$ cat src/rtl/perception_pkg.sv
// ---------------------------------------------------------------------------
// perception_pkg
// Shared definitions for the perception-timer auto responder.
//   - seven-segment patterns (active-low, bit order gfedcba) for blank and
//     the digits 1..3 that the game can prompt
//   - button ID width/count and a one-hot helper
//   - FSM state encoding used by auto_responder
// ---------------------------------------------------------------------------
package perception_pkg;

    localparam logic [6:0] SEG_BLANK = 7'b1111111;
    localparam logic [6:0] SEG_ONE   = 7'b1111001;
    localparam logic [6:0] SEG_TWO   = 7'b0100100;
    localparam logic [6:0] SEG_THREE = 7'b0110000;

    localparam int BUTTON_ID_W  = 2;
    localparam int BUTTON_COUNT = 3;

    typedef enum logic [2:0] {
        ST_IDLE       = 3'd0,
        ST_QUALIFY    = 3'd1,
        ST_DELAY      = 3'd2,
        ST_PRESS      = 3'd3,
        ST_WAIT_CLEAR = 3'd4
    } state_t;

    // Button IDs are 1-based (1..3) so they read the same as the digit;
    // ID 0 is unused and maps to no button.
    function automatic logic [BUTTON_COUNT-1:0] buttonOneHot(
        input logic [BUTTON_ID_W-1:0] id
    );
        logic [BUTTON_COUNT-1:0] result;
        result = '0;
        case (id)
            2'd1:    result = 3'b001;
            2'd2:    result = 3'b010;
            2'd3:    result = 3'b100;
            default: result = 3'b000;
        endcase
        return result;
    endfunction

endpackage

$ cat src/rtl/seg7_to_button.sv
// ---------------------------------------------------------------------------
// seg7_to_button
// Combinational decoder from an active-low seven-segment pattern to the
// button that answers it.
//   seg_i       [6:0]  segment pattern, active-low, gfedcba
//   buttonId_o  [1:0]  button ID 1..3 (0 when not a valid digit)
//   valid_o            high when seg_i is one of the digits 1, 2 or 3
// ---------------------------------------------------------------------------
module seg7_to_button
    import perception_pkg::*;
(
    input  logic [6:0]             seg_i,
    output logic [BUTTON_ID_W-1:0] buttonId_o,
    output logic                   valid_o
);

    // Only the three digits the game can ask for are recognised; everything
    // else, including blank, is reported as invalid.
    always_comb begin
        buttonId_o = '0;
        valid_o    = 1'b0;
        case (seg_i)
            SEG_ONE: begin
                buttonId_o = 2'd1;
                valid_o    = 1'b1;
            end
            SEG_TWO: begin
                buttonId_o = 2'd2;
                valid_o    = 1'b1;
            end
            SEG_THREE: begin
                buttonId_o = 2'd3;
                valid_o    = 1'b1;
            end
            default: begin
                buttonId_o = '0;
                valid_o    = 1'b0;
            end
        endcase
    end

endmodule

$ cat src/rtl/auto_responder.sv
// ---------------------------------------------------------------------------
// auto_responder
// Simulated player for the perception-timer game: watches the prompt digit,
// waits for it to be stable, waits a programmable reaction delay and then
// presses the matching button for HOLD_CYCLES cycles.
//   iClk             clock, all logic on the rising edge
//   iRst             synchronous active-high reset (highest priority)
//   iEnable          low forces the responder idle
//   iHexPrompt [6:0] prompt segments, active-low, gfedcba
//   iDelay    [15:0] reaction delay in cycles, sampled on prompt acceptance
//   oButtonsPressed [2:0] one-hot button press (bit0 = button 1)
//   oBusy            high whenever the FSM is not idle
//   oError           one-cycle pulse when an accepted prompt is not 1..3
//   oPressCount [7:0] number of presses issued, wrapping
// ---------------------------------------------------------------------------
module auto_responder
    import perception_pkg::*;
#(
    parameter int STABLE_CYCLES = 4,
    parameter int HOLD_CYCLES   = 16
) (
    input  logic                    iClk,
    input  logic                    iRst,
    input  logic                    iEnable,
    input  logic [6:0]              iHexPrompt,
    input  logic [15:0]             iDelay,
    output logic [BUTTON_COUNT-1:0] oButtonsPressed,
    output logic                    oBusy,
    output logic                    oError,
    output logic [7:0]              oPressCount
);

    localparam int STAB_W = $clog2(STABLE_CYCLES + 1);
    localparam int HOLD_W = $clog2(HOLD_CYCLES + 1);

    state_t                  state_q,   state_d;
    logic [6:0]              latch_q,   latch_d;
    logic [STAB_W-1:0]       stab_q,    stab_d;
    logic [HOLD_W-1:0]       hold_q,    hold_d;
    logic [15:0]             delay_q,   delay_d;
    logic [BUTTON_ID_W-1:0]  btnId_q,   btnId_d;
    logic [BUTTON_COUNT-1:0] buttons_q, buttons_d;
    logic                    error_q,   error_d;
    logic                    busy_q,    busy_d;
    logic [7:0]              count_q,   count_d;

    logic [6:0]             decodeSeg;
    logic [BUTTON_ID_W-1:0] decodeId;
    logic                   decodeValid;
    logic                   promptChanged;

    // In IDLE the candidate is the live prompt (it is being latched this
    // cycle); everywhere else the latched prompt is what gets accepted.
    assign decodeSeg     = (state_q == ST_IDLE) ? iHexPrompt : latch_q;
    assign promptChanged = (iHexPrompt != latch_q);

    seg7_to_button uDecoder (
        .seg_i      (decodeSeg),
        .buttonId_o (decodeId),
        .valid_o    (decodeValid)
    );

    // Next-state and next-output logic. Outputs are computed here as _d
    // values and registered below, so every output is a flop.
    always_comb begin
        logic              acceptNow;
        logic [STAB_W-1:0] stabNext;

        state_d   = state_q;
        latch_d   = latch_q;
        stab_d    = stab_q;
        hold_d    = hold_q;
        delay_d   = delay_q;
        btnId_d   = btnId_q;
        buttons_d = '0;
        error_d   = 1'b0;
        count_d   = count_q;
        acceptNow = 1'b0;
        stabNext  = stab_q + 1'b1;

        if (!iEnable) begin
            state_d = ST_IDLE;
            latch_d = SEG_BLANK;
            stab_d  = '0;
            hold_d  = '0;
            delay_d = '0;
        end else begin
            case (state_q)
                ST_IDLE: begin
                    if (iHexPrompt != SEG_BLANK) begin
                        latch_d   = iHexPrompt;
                        stab_d    = STAB_W'(1);
                        state_d   = ST_QUALIFY;
                        acceptNow = (STABLE_CYCLES <= 1);
                    end
                end
                ST_QUALIFY: begin
                    if (promptChanged) begin
                        state_d = ST_IDLE;
                        latch_d = SEG_BLANK;
                        stab_d  = '0;
                    end else begin
                        stab_d    = stabNext;
                        acceptNow = (stabNext == STAB_W'(STABLE_CYCLES));
                    end
                end
                ST_DELAY: begin
                    if (promptChanged) begin
                        state_d = ST_IDLE;
                        latch_d = SEG_BLANK;
                        delay_d = '0;
                    end else if (delay_q == 16'd0) begin
                        // The press count steps once, on the entry edge.
                        state_d   = ST_PRESS;
                        buttons_d = buttonOneHot(btnId_q);
                        hold_d    = HOLD_W'(1);
                        count_d   = count_q + 8'd1;
                    end else begin
                        delay_d = delay_q - 16'd1;
                    end
                end
                ST_PRESS: begin
                    // hold_q counts the press cycles already shown, so the
                    // button stays up for exactly HOLD_CYCLES cycles.
                    if (hold_q >= HOLD_W'(HOLD_CYCLES)) begin
                        state_d = ST_WAIT_CLEAR;
                        hold_d  = '0;
                    end else begin
                        hold_d    = hold_q + 1'b1;
                        buttons_d = buttonOneHot(btnId_q);
                    end
                end
                ST_WAIT_CLEAR: begin
                    if (promptChanged) begin
                        state_d = ST_IDLE;
                        latch_d = SEG_BLANK;
                    end
                end
                default: begin
                    state_d = ST_IDLE;
                    latch_d = SEG_BLANK;
                    stab_d  = '0;
                    hold_d  = '0;
                    delay_d = '0;
                end
            endcase

            if (acceptNow) begin
                stab_d = '0;
                if (decodeValid) begin
                    state_d = ST_DELAY;
                    delay_d = iDelay;
                    btnId_d = decodeId;
                end else begin
                    state_d = ST_WAIT_CLEAR;
                    error_d = 1'b1;
                end
            end
        end

        busy_d = (state_d != ST_IDLE);
    end

    // State and output registers; synchronous reset overrides everything.
    always_ff @(posedge iClk) begin
        if (iRst) begin
            state_q   <= ST_IDLE;
            latch_q   <= SEG_BLANK;
            stab_q    <= '0;
            hold_q    <= '0;
            delay_q   <= '0;
            btnId_q   <= '0;
            buttons_q <= '0;
            error_q   <= 1'b0;
            busy_q    <= 1'b0;
            count_q   <= '0;
        end else begin
            state_q   <= state_d;
            latch_q   <= latch_d;
            stab_q    <= stab_d;
            hold_q    <= hold_d;
            delay_q   <= delay_d;
            btnId_q   <= btnId_d;
            buttons_q <= buttons_d;
            error_q   <= error_d;
            busy_q    <= busy_d;
            count_q   <= count_d;
        end
    end

    assign oButtonsPressed = buttons_q;
    assign oBusy           = busy_q;
    assign oError          = error_q;
    assign oPressCount     = count_q;

endmodule

$ cat config.mk
export PLATFORM = sky130hd
export DESIGN_NAME = auto_responder
export DESIGN_NICKNAME = d
export VERILOG_FILES = /design/src/rtl/perception_pkg.sv /design/src/rtl/seg7_to_button.sv /design/src/rtl/auto_responder.sv
export SDC_FILE = /design/constraint.sdc
export NUM_CORES = 1
export LEC_CHECK = 0
export ABC_CLOCK_PERIOD_IN_PS = 3220
export BUFFER_PORTS_ARGS = -buffer_cell sky130_fd_sc_hd__buf_2
export CAP_MARGIN = 5
export CORE_UTILIZATION = 30
export DETAILED_ROUTE_END_ITERATION = 8
export PLACE_DENSITY = 0.52
export SLEW_MARGIN = 10
export SYNTH_ARGS = -nofsm -noshare
export SYNTH_HDL_FRONTEND = slang
export SYNTH_HIERARCHICAL = 1
export SYNTH_SLANG_ARGS = --single-unit
$ cat constraint.sdc
create_clock -name iClk -period 3.22 [get_ports iClk]
set_input_delay 0.483 -clock iClk [delete_from_list [all_inputs] [get_ports iClk]]
set_output_delay 0.483 -clock iClk [all_outputs]
set_load 0.005 [all_outputs]
==> metrics.txt, run 1 <==
# TYPE chip_impl_metric gauge
chip_impl_metric{name="chipWidth",unit="um"} 99.39
chip_impl_metric{name="die-area",unit="um^2"} 9877
chip_impl_info{name="reg_to_reg_critical_path_endpoint",value="delay_q[2]"} 1
chip_impl_info{name="synthTopCellsByArea",value="sky130_fd_sc_hd__dfxtp_1, sky130_fd_sc_hd__nand2_1, sky130_fd_sc_hd__nor2_1"} 1
chip_impl_info{name="yosysMostFrequentCell",value="sky130_fd_sc_hd__dfxtp_1"} 1
chip_impl_metric{name="detail-route-antenna-nets",unit=""} 0
chip_impl_metric{name="final.setup_skew",unit="ns"} 0.005220
chip_impl_info{name="worst_setup_path_startpoint",value="state_q[1]"} 1
chip_impl_info{name="setup.worst_path.start_class",value="flop"} 1
chip_impl_metric{name="worst-path-max-fanout",unit=""} 13
chip_impl_metric{name="detailedPlacementHpwl",unit="um"} 5522
chip_impl_metric{name="clock_sink_count",unit=""} 49
chip_impl_metric{name="hold_violations",unit=""} 0
chip_impl_metric{name="initial_antenna_violation_count",unit=""} 0
chip_impl_metric{name="final_weighted_congestion_in_routability_driven_placement",unit=""} 0.7916
chip_impl_info{name="critical_path.endpoint",value="delay_q[2]"} 1
chip_impl_metric{name="regToRegSetupSlack",unit="ns"} 0.34
chip_impl_metric{name="finalNetCount",unit=""} 418
chip_impl_metric{name="rows",unit=""} 35
chip_impl_metric{name="initialDrtViolationCount",unit=""} 153
chip_impl_metric{name="clkTransAtPathRegs",unit="ns"} 0.10
chip_impl_metric{name="worst_pin_slew",unit="ns"} 0.9005
chip_impl_metric{name="cp_data_required_time",unit="ns"} 3.44
chip_impl_metric{name="place.detailed.instances",unit=""} 489
chip_impl_info{name="reg2reg_from",value="state_q[1]"} 1
chip_impl_metric{name="fill_cells",unit=""} 973
chip_impl_metric{name="num_antenna_cells",unit=""} 0
chip_impl_metric{name="wire_length_of_the_first_global_routing_pass",unit="um"} 12550
chip_impl_info{name="worstHoldStart",value="iDelay[15]"} 1
chip_impl_metric{name="gr-usage-all-layers",unit=""} 0.1578
chip_impl_metric{name="dieHeight",unit="um"} 99.39
chip_impl_info{name="setup_repair_after_global_routing_missed_its_margin",value="false"} 1
chip_impl_metric{name="cts-buffers-inserted",unit=""} 5
chip_impl_metric{name="number_of_slew_limit_violations_in_the_final_report",unit=""} 0
chip_impl_metric{name="post_drt_via_cell_ratio",unit=""} 5.376
chip_impl_metric{name="cts.htree.levels",unit=""} 2
chip_impl_metric{name="number_of_setup_violations_in_the_final_report",unit=""} 0
chip_impl_metric{name="critical_path_arrival",unit="ns"} 3.11
chip_impl_metric{name="synth_top_cell_area_share",unit=""} 0.3448
chip_impl_metric{name="power.leakage",unit="nW"} 1.270
chip_impl_metric{name="synth_edf_count",unit=""} 0
chip_impl_info{name="critPathCaptureType",value="flop"} 1
chip_impl_info{name="cpLargestDelayFamily",value="simple AND/OR/NAND/NOR gates"} 1
chip_impl_info{name="result_of_the_run",value="complete, no violations"} 1
chip_impl_metric{name="first_global_vias",unit=""} 2567
chip_impl_metric{name="post_cts_hold_buffer_count",unit=""} 0
chip_impl_metric{name="period_share",unit=""} 0.8958
chip_impl_info{name="crit_type",value="reg -> reg"} 1
chip_impl_info{name="post_synth_most_frequent_cells",value="sky130_fd_sc_hd__dfxtp_1, sky130_fd_sc_hd__nand2_1, sky130_fd_sc_hd__nor2_1, sky130_fd_sc_hd__o21ai_0, sky130_fd_sc_hd__nand3_1"} 1
chip_impl_info{name="hold_class",value="in -> reg"} 1
chip_impl_metric{name="postSynth.asyncResetShare",unit=""} 0
chip_impl_metric{name="avgSynthCellArea",unit="um^2"} 8.200
chip_impl_metric{name="timing.critical_path.buf_inv",unit=""} 2
chip_impl_info{name="critical_path.most_common_cell",value="sky130_fd_sc_hd__buf_4"} 1
chip_impl_info{name="critPathSlowestCell",value="sky130_fd_sc_hd__dfxtp_1"} 1
chip_impl_metric{name="worst_skew_pair.late_latency",unit="ns"} 0.31
chip_impl_metric{name="ys_seq_area_frac",unit=""} 0.3448
chip_impl_metric{name="core_area",unit="um^2"} 9196
chip_impl_metric{name="drc",unit=""} 0
chip_impl_metric{name="design.portCount",unit=""} 39
chip_impl_metric{name="routed_wl",unit="um"} 7358
chip_impl_metric{name="post-cts-setup-buffers",unit=""} 0
chip_impl_metric{name="synth_register_bits",unit=""} 49
chip_impl_metric{name="starting_utilization_of_the_core_area",unit=""} 0.3094
chip_impl_metric{name="share_of_layout_cells_above_drive_strength_1",unit=""} 0.1943
chip_impl_info{name="clock_tree.root_cell",value="sky130_fd_sc_hd__clkbuf_8"} 1
chip_impl_metric{name="post_cts.resized_instances",unit=""} 0
chip_impl_info{name="timing.critical_path.cells",value="nor3_2 -> buf_4 -> mux2_2 -> nor2b_1 -> o21ai_1 -> a21oi_1 -> and4_1 -> and3_1 -> nor3_1 -> buf_4 -> nand3_1 -> o311ai_1"} 1
chip_impl_info{name="cts_tree",value="built"} 1
chip_impl_metric{name="worst_case_reg_to_reg_path_depth",unit=""} 12
chip_impl_metric{name="vdd_drop_max",unit="mV"} 0.1551
chip_impl_metric{name="synth_cell_type_count",unit=""} 54
chip_impl_metric{name="fin_crit",unit="ns"} 2.885
chip_impl_metric{name="p_per_area",unit="nW/um^2"} 379.5
chip_impl_metric{name="max_cap_violations",unit=""} 0
chip_impl_metric{name="synthCells",unit=""} 347
chip_impl_metric{name="max_freq",unit="MHz"} 346.7
chip_impl_metric{name="totalNegativeSetupSlack",unit="ns"} 0
chip_impl_metric{name="area_delta_synth_final",unit="%"} 16.40
chip_impl_metric{name="grt_max_degree",unit=""} 18
chip_impl_metric{name="p_total",unit="mW"} 1.257
chip_impl_metric{name="vias",unit=""} 2672
chip_impl_metric{name="drtPass1Iterations",unit=""} 4
chip_impl_metric{name="yosys_warnings",unit=""} 6
chip_impl_metric{name="port_buffers",unit=""} 38
chip_impl_metric{name="clockBufferDepth",unit=""} 2
chip_impl_metric{name="synth_area",unit="um^2"} 2845
chip_impl_metric{name="slew_headroom",unit=""} 0.3825
chip_impl_metric{name="grt_overflow_total",unit=""} 0
chip_impl_metric{name="synth_fp_nets",unit=""} 380
chip_impl_metric{name="critPathMaxStageDelay",unit="ns"} 0.41
chip_impl_metric{name="cp.depth",unit=""} 12
chip_impl_info{name="yosysTopAreaCell",value="sky130_fd_sc_hd__dfxtp_1"} 1
chip_impl_metric{name="final_cells",unit=""} 497
chip_impl_info{name="postSynth.topFlopCell",value="sky130_fd_sc_hd__dfxtp_1"} 1
chip_impl_metric{name="routed_wire_length_per_instance",unit="um"} 14.80
layout by cell type (no fill, tap or decap), drive strengths merged, types with 2 or more instances in the layout:
| master | count |
|---|---|
| a21boi | 3 |
| a21o | 4 |
| a21oi | 14 |
| a2bb2oi | 2 |
| a311oi | 3 |
| a31oi | 5 |
| and3 | 5 |
| and4 | 4 |
| buf | 46 |
| bufinv | 2 |
| clkbuf | 5 |
| dfxtp | 49 |
| ha | 7 |
| inv | 12 |
| mux2 | 8 |
| mux2i | 2 |
| nand2 | 37 |
| nand2b | 3 |
| nand3 | 22 |
| nand3b | 3 |
| nand4 | 13 |
| nor2 | 33 |
| nor2b | 5 |
| nor3 | 14 |
| nor3b | 5 |
| nor4 | 11 |
| o211ai | 4 |
| o21ai | 26 |
| o32a | 7 |
| or3 | 3 |
| xnor2 | 8 |
| xor2 | 6 |
per-stage QoR:
stage                     hold WS (ns)  setup slack, ns    util  instance area, um^2
after floorplan                 0.4134           0.3370       -                 2845
after global placement          0.4338           0.4913  0.3452                 3174
after detailed placement        0.4442           0.3958  0.3452                 3174
after CTS                       0.3575           0.3610  0.3601                 3312
after global routing            0.3656           0.1450  0.3601                 3312
final                           0.3573           0.3354  0.3601                 3312
how the worst min path moves through the flow:
stage | endpoint | cells past startpoint | slack, ns
after floorplan | oButtonsPressed[1] | 1 | 0.41
after global placement | oButtonsPressed[1] | 1 | 0.43
after detailed placement | oButtonsPressed[1] | 1 | 0.44
after CTS | delay_q[15] | 3 | 0.36
after global routing | delay_q[7] | 3 | 0.37
final | delay_q[15] | 3 | 0.36
report_power, final:
group	internal [mW]	leakage, nW	switching, mW
logic	0.0409	0.804	0.0531
clock network	0.313	0.0687	0.233
registers	0.612	0.396	0.00462
per-layer routing:
| layer | routed length (um) | share of wire | global-route usage | vias to the layer above |
|---|---|---|---|---|
| met5 | 0 | 0 | 0 | - |
| met2 | 3300 | 0.45 | 0.2516 | 53 |
| met4 | 119 | 0.016 | 0.04525 | 0 |
| met3 | 242 | 0.033 | 0.02460 | 10 |
| li1 | - | - | - | 1355 |
| met1 | 3695 | 0.50 | 0.2201 | 1254 |
worst register-to-register path: cells and delay by family, from the launching register on:
family | cells | cell delay, ns
mux | 1 | 0.35
compound gates | 3 | 0.54
simple gates | 6 | 1.08
buf+inv | 2 | 0.43
flops | 1 | 0.41
cells by family after synthesis:
group           count (synthesis)  share of synthesized area
compound gates                 78                     0.1799
xor+xnor                       14                    0.04310
fa+ha+maj                       7                    0.03078
buf+inv                        26                    0.03562
flops                          49                     0.3448
mux                            10                    0.03870
simple gates                  163                     0.3272
cell type report:
type                    count  area, um^2  area share
multi-input cells         272        1763      0.5323
clock buffers               5       68.82     0.02078
well taps                 111       138.9     0.04193
flip-flops and latches     49       980.9      0.2962
clock inverters             3       68.82     0.02078
inverters                  11       41.29     0.01247
repair buffers             46       250.2     0.07556
state kept, by name, summed over array words and instances, names as in the netlist:
register and flops:
oError 1, stab_q 3, latch_q 7, oBusy 1, delay_q 16, oPressCount 8, oButtonsPressed 3, state_q 3
btnId_q 2, hold_q 5
No activity file was read; power rests on OpenSTA's default activity.
==> run 2, diff against run 1 <==
- REMOVE_ABC_BUFFERS: unset -> 1
==> metrics.txt, run 2 (synthesized netlist as in run 1, its figures left out) <==
# TYPE chip_impl_metric gauge
chip_impl_info{name="result_of_the_run",value="complete, no violations"} 1
chip_impl_metric{name="gr-usage-all-layers",unit=""} 0.1582
chip_impl_metric{name="power_report.internal_total",unit="mW"} 0.8110
chip_impl_metric{name="clockBufferDepth",unit=""} 2
chip_impl_metric{name="port_buffers",unit=""} 38
chip_impl_metric{name="wire_length_of_the_first_global_routing_pass",unit="um"} 12520
chip_impl_metric{name="place_ws",unit="ns"} 0.3574
chip_impl_metric{name="max_freq",unit="MHz"} 343.7
chip_impl_metric{name="share_of_layout_cells_above_drive_strength_1",unit=""} 0.1922
chip_impl_info{name="top_register_by_number_of_flip_flops",value="delay_q"} 1
chip_impl_metric{name="design.portCount",unit=""} 39
chip_impl_info{name="critPathCaptureType",value="flop"} 1
chip_impl_info{name="clock_tree.root_cell",value="sky130_fd_sc_hd__clkbuf_8"} 1
chip_impl_metric{name="cp.depth",unit=""} 12
chip_impl_metric{name="post_drt_via_cell_ratio",unit=""} 5.381
chip_impl_metric{name="starting_utilization_of_the_core_area",unit=""} 0.3094
chip_impl_metric{name="critical_path_arrival",unit="ns"} 3.14
chip_impl_metric{name="worst_skew_pair.late_latency",unit="ns"} 0.31
chip_impl_metric{name="vdd_drop_max",unit="mV"} 0.1452
chip_impl_metric{name="timing.critical_path.buf_inv",unit=""} 2
chip_impl_metric{name="worst-path-max-fanout",unit=""} 13
chip_impl_info{name="layout.cells.most_common",value="sky130_fd_sc_hd__dfxtp_1"} 1
chip_impl_metric{name="fin_hold_ws",unit="ns"} 0.3574
chip_impl_metric{name="initialDrtViolationCount",unit=""} 224
chip_impl_info{name="critPathSlowestCell",value="sky130_fd_sc_hd__dfxtp_1"} 1
chip_impl_metric{name="number_of_setup_violations_in_the_final_report",unit=""} 0
chip_impl_info{name="cpLargestDelayFamily",value="simple AND/OR/NAND/NOR gates"} 1
chip_impl_metric{name="core_area",unit="um^2"} 9196
chip_impl_info{name="timing.critical_path.cells",value="nor3_2 -> buf_4 -> mux2_2 -> nor2b_1 -> o21ai_1 -> a21oi_1 -> and4_1 -> and3_1 -> nor3_1 -> buf_4 -> nand3_1 -> o311ai_1"} 1
chip_impl_metric{name="cts.htree.levels",unit=""} 2
chip_impl_info{name="setup_repair_after_global_routing_missed_its_margin",value="false"} 1
chip_impl_info{name="critical_path.most_common_cell",value="sky130_fd_sc_hd__buf_4"} 1
chip_impl_metric{name="drc",unit=""} 0
chip_impl_info{name="cts_tree",value="built"} 1
chip_impl_metric{name="routed_wire_length_per_instance",unit="um"} 14.80
chip_impl_metric{name="post_cts.resized_instances",unit=""} 0
chip_impl_metric{name="detail-route-antenna-nets",unit=""} 0
chip_impl_metric{name="drtPass1Iterations",unit=""} 4
chip_impl_metric{name="worst_pin_slew",unit="ns"} 0.9013
chip_impl_metric{name="final.setup_skew",unit="ns"} 0.01104
chip_impl_metric{name="hold_violations",unit=""} 0
chip_impl_metric{name="grt_max_degree",unit=""} 18
chip_impl_metric{name="cp_data_required_time",unit="ns"} 3.45
chip_impl_metric{name="p_comb_frac",unit=""} 0.085
chip_impl_metric{name="clock_sink_count",unit=""} 49
chip_impl_metric{name="power_frac_seq",unit=""} 0.558
chip_impl_metric{name="final_weighted_congestion_in_routability_driven_placement",unit=""} 0.8170
chip_impl_metric{name="initial_antenna_violation_count",unit=""} 0
chip_impl_metric{name="dieHeight",unit="um"} 99.39
chip_impl_metric{name="slew_headroom",unit=""} 0.3819
chip_impl_metric{name="grt_overflow_total",unit=""} 0
chip_impl_metric{name="worst_case_reg_to_reg_path_depth",unit=""} 12
chip_impl_metric{name="final_cells",unit=""} 496
chip_impl_metric{name="post-cts-setup-buffers",unit=""} 0
chip_impl_metric{name="first_global_vias",unit=""} 2525
chip_impl_metric{name="fin_util",unit=""} 0.3547
chip_impl_metric{name="number_of_slew_limit_violations_in_the_final_report",unit=""} 0
chip_impl_metric{name="chipWidth",unit="um"} 99.39
chip_impl_metric{name="num_antenna_cells",unit=""} 0
chip_impl_metric{name="post_cts_hold_buffer_count",unit=""} 0
chip_impl_info{name="final_cell_mix",value="sky130_fd_sc_hd__dfxtp_1, sky130_fd_sc_hd__buf_2, sky130_fd_sc_hd__nand2_1, sky130_fd_sc_hd__nor2_1, sky130_fd_sc_hd__o21ai_0"} 1
chip_impl_metric{name="period_share",unit=""} 0.9035
chip_impl_metric{name="finalNetCount",unit=""} 417
chip_impl_info{name="setup.worst_path.start_class",value="flop"} 1
chip_impl_info{name="hold_class",value="in -> reg"} 1
chip_impl_metric{name="holdPathStages",unit=""} 3
chip_impl_metric{name="max_cap_violations",unit=""} 0
chip_impl_metric{name="power.leakage",unit="nW"} 1.239
chip_impl_metric{name="rows",unit=""} 35
chip_impl_metric{name="area_delta_synth_final",unit="%"} 14.64
chip_impl_metric{name="clkTransAtPathRegs",unit="ns"} 0.10
chip_impl_metric{name="largest_reg_flops",unit=""} 16
chip_impl_metric{name="fin_crit",unit="ns"} 2.909
chip_impl_metric{name="p_per_area",unit="nW/um^2"} 338.5
chip_impl_metric{name="critPathMaxStageDelay",unit="ns"} 0.42
chip_impl_metric{name="routed_wl",unit="um"} 7341
chip_impl_metric{name="cts-buffers-inserted",unit=""} 5
chip_impl_metric{name="detailedPlacementHpwl",unit="um"} 5426
chip_impl_info{name="crit_type",value="reg -> reg"} 1
chip_impl_metric{name="power.share.clock",unit=""} 0.357
chip_impl_metric{name="vias",unit=""} 2669
chip_impl_metric{name="switching_share",unit=""} 0.2654
chip_impl_metric{name="place.detailed.instances",unit=""} 488
chip_impl_metric{name="die-area",unit="um^2"} 9877
chip_impl_metric{name="switching_power",unit="mW"} 0.2930
chip_impl_metric{name="totalNegativeSetupSlack",unit="ns"} 0
chip_impl_metric{name="fin_ws",unit="ns"} 0.3108
==> run 2: cell types whose count changed in the layout (fill, tap and decap cells not counted) <==
cell | before | now
sky130_fd_sc_hd__clkinvlp_4 | 0 | 2
sky130_fd_sc_hd__inv_8 | 0 | 1
sky130_fd_sc_hd__buf_4 | 8 | 7
sky130_fd_sc_hd__bufinv_16 | 2 | 0
sky130_fd_sc_hd__inv_6 | 1 | 0
==> run 2: final cells by class <==
class,count,area (um^2)
clock buffers,5,68.82
clock inverters,3,26.28
fillers,951,5934
inverters,11,41.29
multi-input cells,272,1763
flip-flops and latches,49,980.9
well taps,111,138.9
repair buffers,45,242.7
==> run 2: worst paths after layout <==
check	startpoint	endpoint	slack (ns)
worst max-delay path	state_q[1]	delay_q[2]	0.31
worst min-delay path	iDelay[7]	delay_q[7]	0.36
worst max register to register	state_q[1]	delay_q[2]	0.31
worst min register to register	btnId_q[1]	oButtonsPressed[0]	0.46
==> run 2: power by group through the flow <==
stage / clock (mW) / sequential, mW / combinational [mW]
6_report: 0.394 / 0.616 / 0.0938
5_1_grt: 0.438 / 0.617 / 0.104
4_1_cts: 0.408 / 0.616 / 0.0941
3_5_place_dp: 0 / 0.630 / 0.0936
3_3_place_gp: 0 / 0.630 / 0.0916
2_1_floorplan: 0 / 0.631 / 0.0496
==> run 2: routing by layer <==
layer  vias up  GRT usage  wire, um
li1       1351          -         -
met1      1256     0.2077      3474
met2        57     0.2666      3506
met3         5    0.02530       277
met4         0    0.04751        82
met5         -          0         0
==> run 2: worst register-to-register path: cells and delay by family (launching register included) <==
kind	cells	cell delay [ns]
compound gates	3	0.52
buf+inv	2	0.42
flops	1	0.42
mux	1	0.35
simple gates	6	1.11
==> run 2: metrics by stage <==
| step | total power [mW] | cell area (um^2) |
|---|---|---|
| after CTS | 1.119 | 3262 |
| after global placement | 0.7221 | 3167 |
| after detailed placement | 0.7240 | 3167 |
| final | 1.104 | 3262 |
| after global routing | 1.159 | 3262 |
| after floorplan | 0.6810 | 2785 |
==> run 3, diff against run 2 <==
- SYNTH_HIERARCHICAL: 1 -> unset
==> metrics.txt, run 3 <==
# TYPE chip_impl_metric gauge
chip_impl_metric{name="fin_crit",unit="ns"} 2.517
chip_impl_metric{name="gr-usage-all-layers",unit=""} 0.1508
chip_impl_info{name="timing.critical_path.cells",value="inv_1 -> ha_1 -> nor4b_4 -> and4_1 -> a311oi_1 -> or3_1 -> or3b_1 -> a21oi_1"} 1
chip_impl_info{name="failing_checks",value="design-rule violations"} 1
chip_impl_metric{name="share_of_layout_cells_above_drive_strength_1",unit=""} 0.1846
chip_impl_info{name="cts_tree",value="built"} 1
chip_impl_metric{name="ys_seq_area_frac",unit=""} 0.3509
chip_impl_metric{name="dieHeight",unit="um"} 98.53
chip_impl_info{name="hold_class",value="in -> reg"} 1
chip_impl_metric{name="worst_skew_pair.late_latency",unit="ns"} 0.31
chip_impl_info{name="postSynth.topFlopCell",value="sky130_fd_sc_hd__dfxtp_1"} 1
chip_impl_metric{name="detailedPlacementHpwl",unit="um"} 5186
chip_impl_metric{name="slew_headroom",unit=""} 0.6340
chip_impl_metric{name="initial_antenna_violation_count",unit=""} 0
chip_impl_metric{name="first_global_vias",unit=""} 2499
chip_impl_metric{name="initialDrtViolationCount",unit=""} 114
chip_impl_metric{name="routed_wl",unit="um"} 6972
chip_impl_metric{name="critical_path_arrival",unit="ns"} 2.76
chip_impl_info{name="clock_tree.root_cell",value="sky130_fd_sc_hd__clkbuf_8"} 1
chip_impl_info{name="crit_type",value="reg -> reg"} 1
chip_impl_metric{name="post-cts-setup-buffers",unit=""} 0
chip_impl_metric{name="core_area",unit="um^2"} 8891
chip_impl_metric{name="cts.htree.levels",unit=""} 2
chip_impl_metric{name="synth_register_bits",unit=""} 49
chip_impl_metric{name="fin_util",unit=""} 0.3625
chip_impl_metric{name="final.setup_skew",unit="ns"} 0.005529
chip_impl_info{name="setup_repair_after_global_routing_missed_its_margin",value="false"} 1
chip_impl_metric{name="wire_length_of_the_first_global_routing_pass",unit="um"} 11790
chip_impl_info{name="critPathSlowestCell",value="sky130_fd_sc_hd__and4_1"} 1
chip_impl_metric{name="synth_edf_count",unit=""} 0
chip_impl_metric{name="detail-route-antenna-nets",unit=""} 0
chip_impl_metric{name="yosys_warnings",unit=""} 0
chip_impl_metric{name="worst_pin_slew",unit="ns"} 0.5447
chip_impl_info{name="synthTopCellsByArea",value="sky130_fd_sc_hd__dfxtp_1, sky130_fd_sc_hd__xor2_1, sky130_fd_sc_hd__nor2_1"} 1
chip_impl_metric{name="design.portCount",unit=""} 39
chip_impl_metric{name="synth_cell_type_count",unit=""} 66
chip_impl_metric{name="number_of_slew_limit_violations_in_the_final_report",unit=""} 0
chip_impl_metric{name="synthCells",unit=""} 325
chip_impl_metric{name="clkTransAtPathRegs",unit="ns"} 0.10
chip_impl_metric{name="vias",unit=""} 2577
chip_impl_metric{name="port_buffers",unit=""} 38
chip_impl_metric{name="drtPass1Iterations",unit=""} 6
chip_impl_metric{name="postSynth.asyncResetShare",unit=""} 0
chip_impl_metric{name="largest_reg_flops",unit=""} 16
chip_impl_metric{name="number_of_setup_violations_in_the_final_report",unit=""} 0
chip_impl_metric{name="grt_overflow_total",unit=""} 0
chip_impl_metric{name="chipWidth",unit="um"} 98.53
chip_impl_metric{name="final_weighted_congestion_in_routability_driven_placement",unit=""} 0.7773
chip_impl_metric{name="grt_max_degree",unit=""} 17
chip_impl_info{name="top_register_by_number_of_flip_flops",value="delay_q"} 1
chip_impl_metric{name="clockBufferDepth",unit=""} 2
chip_impl_info{name="post_synth_most_frequent_cells",value="sky130_fd_sc_hd__dfxtp_1, sky130_fd_sc_hd__nor2_1, sky130_fd_sc_hd__nand2_1, sky130_fd_sc_hd__nand3_1, sky130_fd_sc_hd__nor3_1"} 1
chip_impl_metric{name="fin_hold_ws",unit="ns"} 0.3782
chip_impl_info{name="result_of_the_run",value="complete, but fails checks"} 1
chip_impl_metric{name="post_drt_via_cell_ratio",unit=""} 5.471
chip_impl_metric{name="cp_data_required_time",unit="ns"} 3.46
chip_impl_metric{name="p_per_area",unit="nW/um^2"} 381.0
chip_impl_metric{name="worst-path-max-fanout",unit=""} 9
chip_impl_metric{name="max_freq",unit="MHz"} 397.3
chip_impl_metric{name="hold_violations",unit=""} 0
chip_impl_metric{name="num_antenna_cells",unit=""} 0
chip_impl_info{name="final_cell_mix",value="sky130_fd_sc_hd__dfxtp_1, sky130_fd_sc_hd__buf_2, sky130_fd_sc_hd__nor2_1, sky130_fd_sc_hd__nand2_1, sky130_fd_sc_hd__nand3_1"} 1
chip_impl_metric{name="finalNetCount",unit=""} 395
chip_impl_metric{name="max_cap_violations",unit=""} 0
chip_impl_metric{name="routed_wire_length_per_instance",unit="um"} 14.80
chip_impl_info{name="yosysTopAreaCell",value="sky130_fd_sc_hd__dfxtp_1"} 1
chip_impl_metric{name="period_share",unit=""} 0.7816
chip_impl_metric{name="critPathMaxStageDelay",unit="ns"} 0.46
chip_impl_metric{name="synth_top_cell_area_share",unit=""} 0.3509
chip_impl_metric{name="area_delta_synth_final",unit="%"} 15.31
chip_impl_metric{name="totalNegativeSetupSlack",unit="ns"} 0
chip_impl_info{name="yosysMostFrequentCell",value="sky130_fd_sc_hd__dfxtp_1"} 1
chip_impl_metric{name="clock_sink_count",unit=""} 49
chip_impl_metric{name="drc",unit=""} 2
chip_impl_metric{name="starting_utilization_of_the_core_area",unit=""} 0.3144
chip_impl_metric{name="power.leakage",unit="nW"} 1.223
chip_impl_metric{name="cts-buffers-inserted",unit=""} 5
chip_impl_metric{name="avgSynthCellArea",unit="um^2"} 8.601
chip_impl_info{name="setup.worst_path.start_class",value="flop"} 1
chip_impl_metric{name="post_cts.resized_instances",unit=""} 0
chip_impl_info{name="layout.cells.most_common",value="sky130_fd_sc_hd__dfxtp_1"} 1
chip_impl_metric{name="die-area",unit="um^2"} 9707
chip_impl_metric{name="post_cts_hold_buffer_count",unit=""} 0
chip_impl_metric{name="synth_area",unit="um^2"} 2795
chip_impl_metric{name="rows",unit=""} 34
chip_impl_info{name="critPathCaptureType",value="flop"} 1
chip_impl_metric{name="vdd_drop_max",unit="mV"} 0.2003
==> run 3: cell count changes after synthesis, sizes merged, moves of 8 or more <==
cell and delta:
nand2 -13, o21ai -13, clkbuf -8, mux2 -8
==> run 3: critical path: cells and delay by family, from the launching register on <==
kind,cells,cell delay (ns)
simple gates,4,1.55
flops,1,0.35
buf+inv,1,0.11
fa+ha+maj,1,0.17
compound gates,2,0.28
==> run 3: logic make-up (layout without fill, tap and decap cells) <==
| kind of cell | after synthesis | in the layout | share of synthesized area |
|---|---|---|---|
| xor+xnor | 15 | 15 | 0.04700 |
| fa+ha+maj | 7 | 7 | 0.03133 |
| compound gates | 83 | 83 | 0.2180 |
| buf+inv | 21 | 59 | 0.03805 |
| mux | 1 | 1 | 0.003581 |
| simple gates | 149 | 149 | 0.3111 |
| flops | 49 | 49 | 0.3509 |
==> run 3: final cells by class <==
cell class                      instances  area, um^2
Clock buffer                            5       68.82
Clock inverter                          3       68.82
Fill cell                             922        5668
Inverter                                7       26.28
Multi-Input combinational cell        255        1708
Sequential cell                        49       980.9
Tap cell                              108       135.1
Timing Repair Buffer                   44       235.2
==> run 3: layer usage <==
layer	vias to the layer above	GRT usage	part of all wire	routed length, um
met2	47	0.2562	0.46	3178
met4	0	0.04018	0.0093	65
met5	-	0	0	0
li1	1303	-	-	-
met1	1219	0.1975	0.49	3391
met3	8	0.02624	0.048	337
==> run 3: worst paths after layout <==
check | endpoint | from | slack, ns | cells past startpoint
min reg2reg | stab_q[1] | stab_q[1] | 0.48 | 2
max reg2reg | hold_q[0] | delay_q[0] | 0.70 | 8
max | hold_q[0] | delay_q[0] | 0.70 | 8
min | delay_q[8] | iDelay[8] | 0.38 | 2
==> run 3: stage by stage <==
stage / setup slack (ns) / std cells / area (um^2) / total power [mW]
global placement: 0.6871 / 463 / 3085 / 0.7054
global route: 0.4413 / 471 / 3223 / 1.280
CTS: 0.6815 / 471 / 3223 / 1.249
finish: 0.7031 / 471 / 3223 / 1.228
floorplan: 1.014 / 311 / 2715 / 0.6670
detailed placement: 0.5662 / 463 / 3085 / 0.7049
==> run 3: where the power goes <==
| part | switching (mW) | internal [mW] |
|---|---|---|
| clock | 0.225 | 0.313 |
| combinational | 0.0438 | 0.0297 |
| sequential | 0.00574 | 0.611 |
| total | 0.274 | 0.954 |
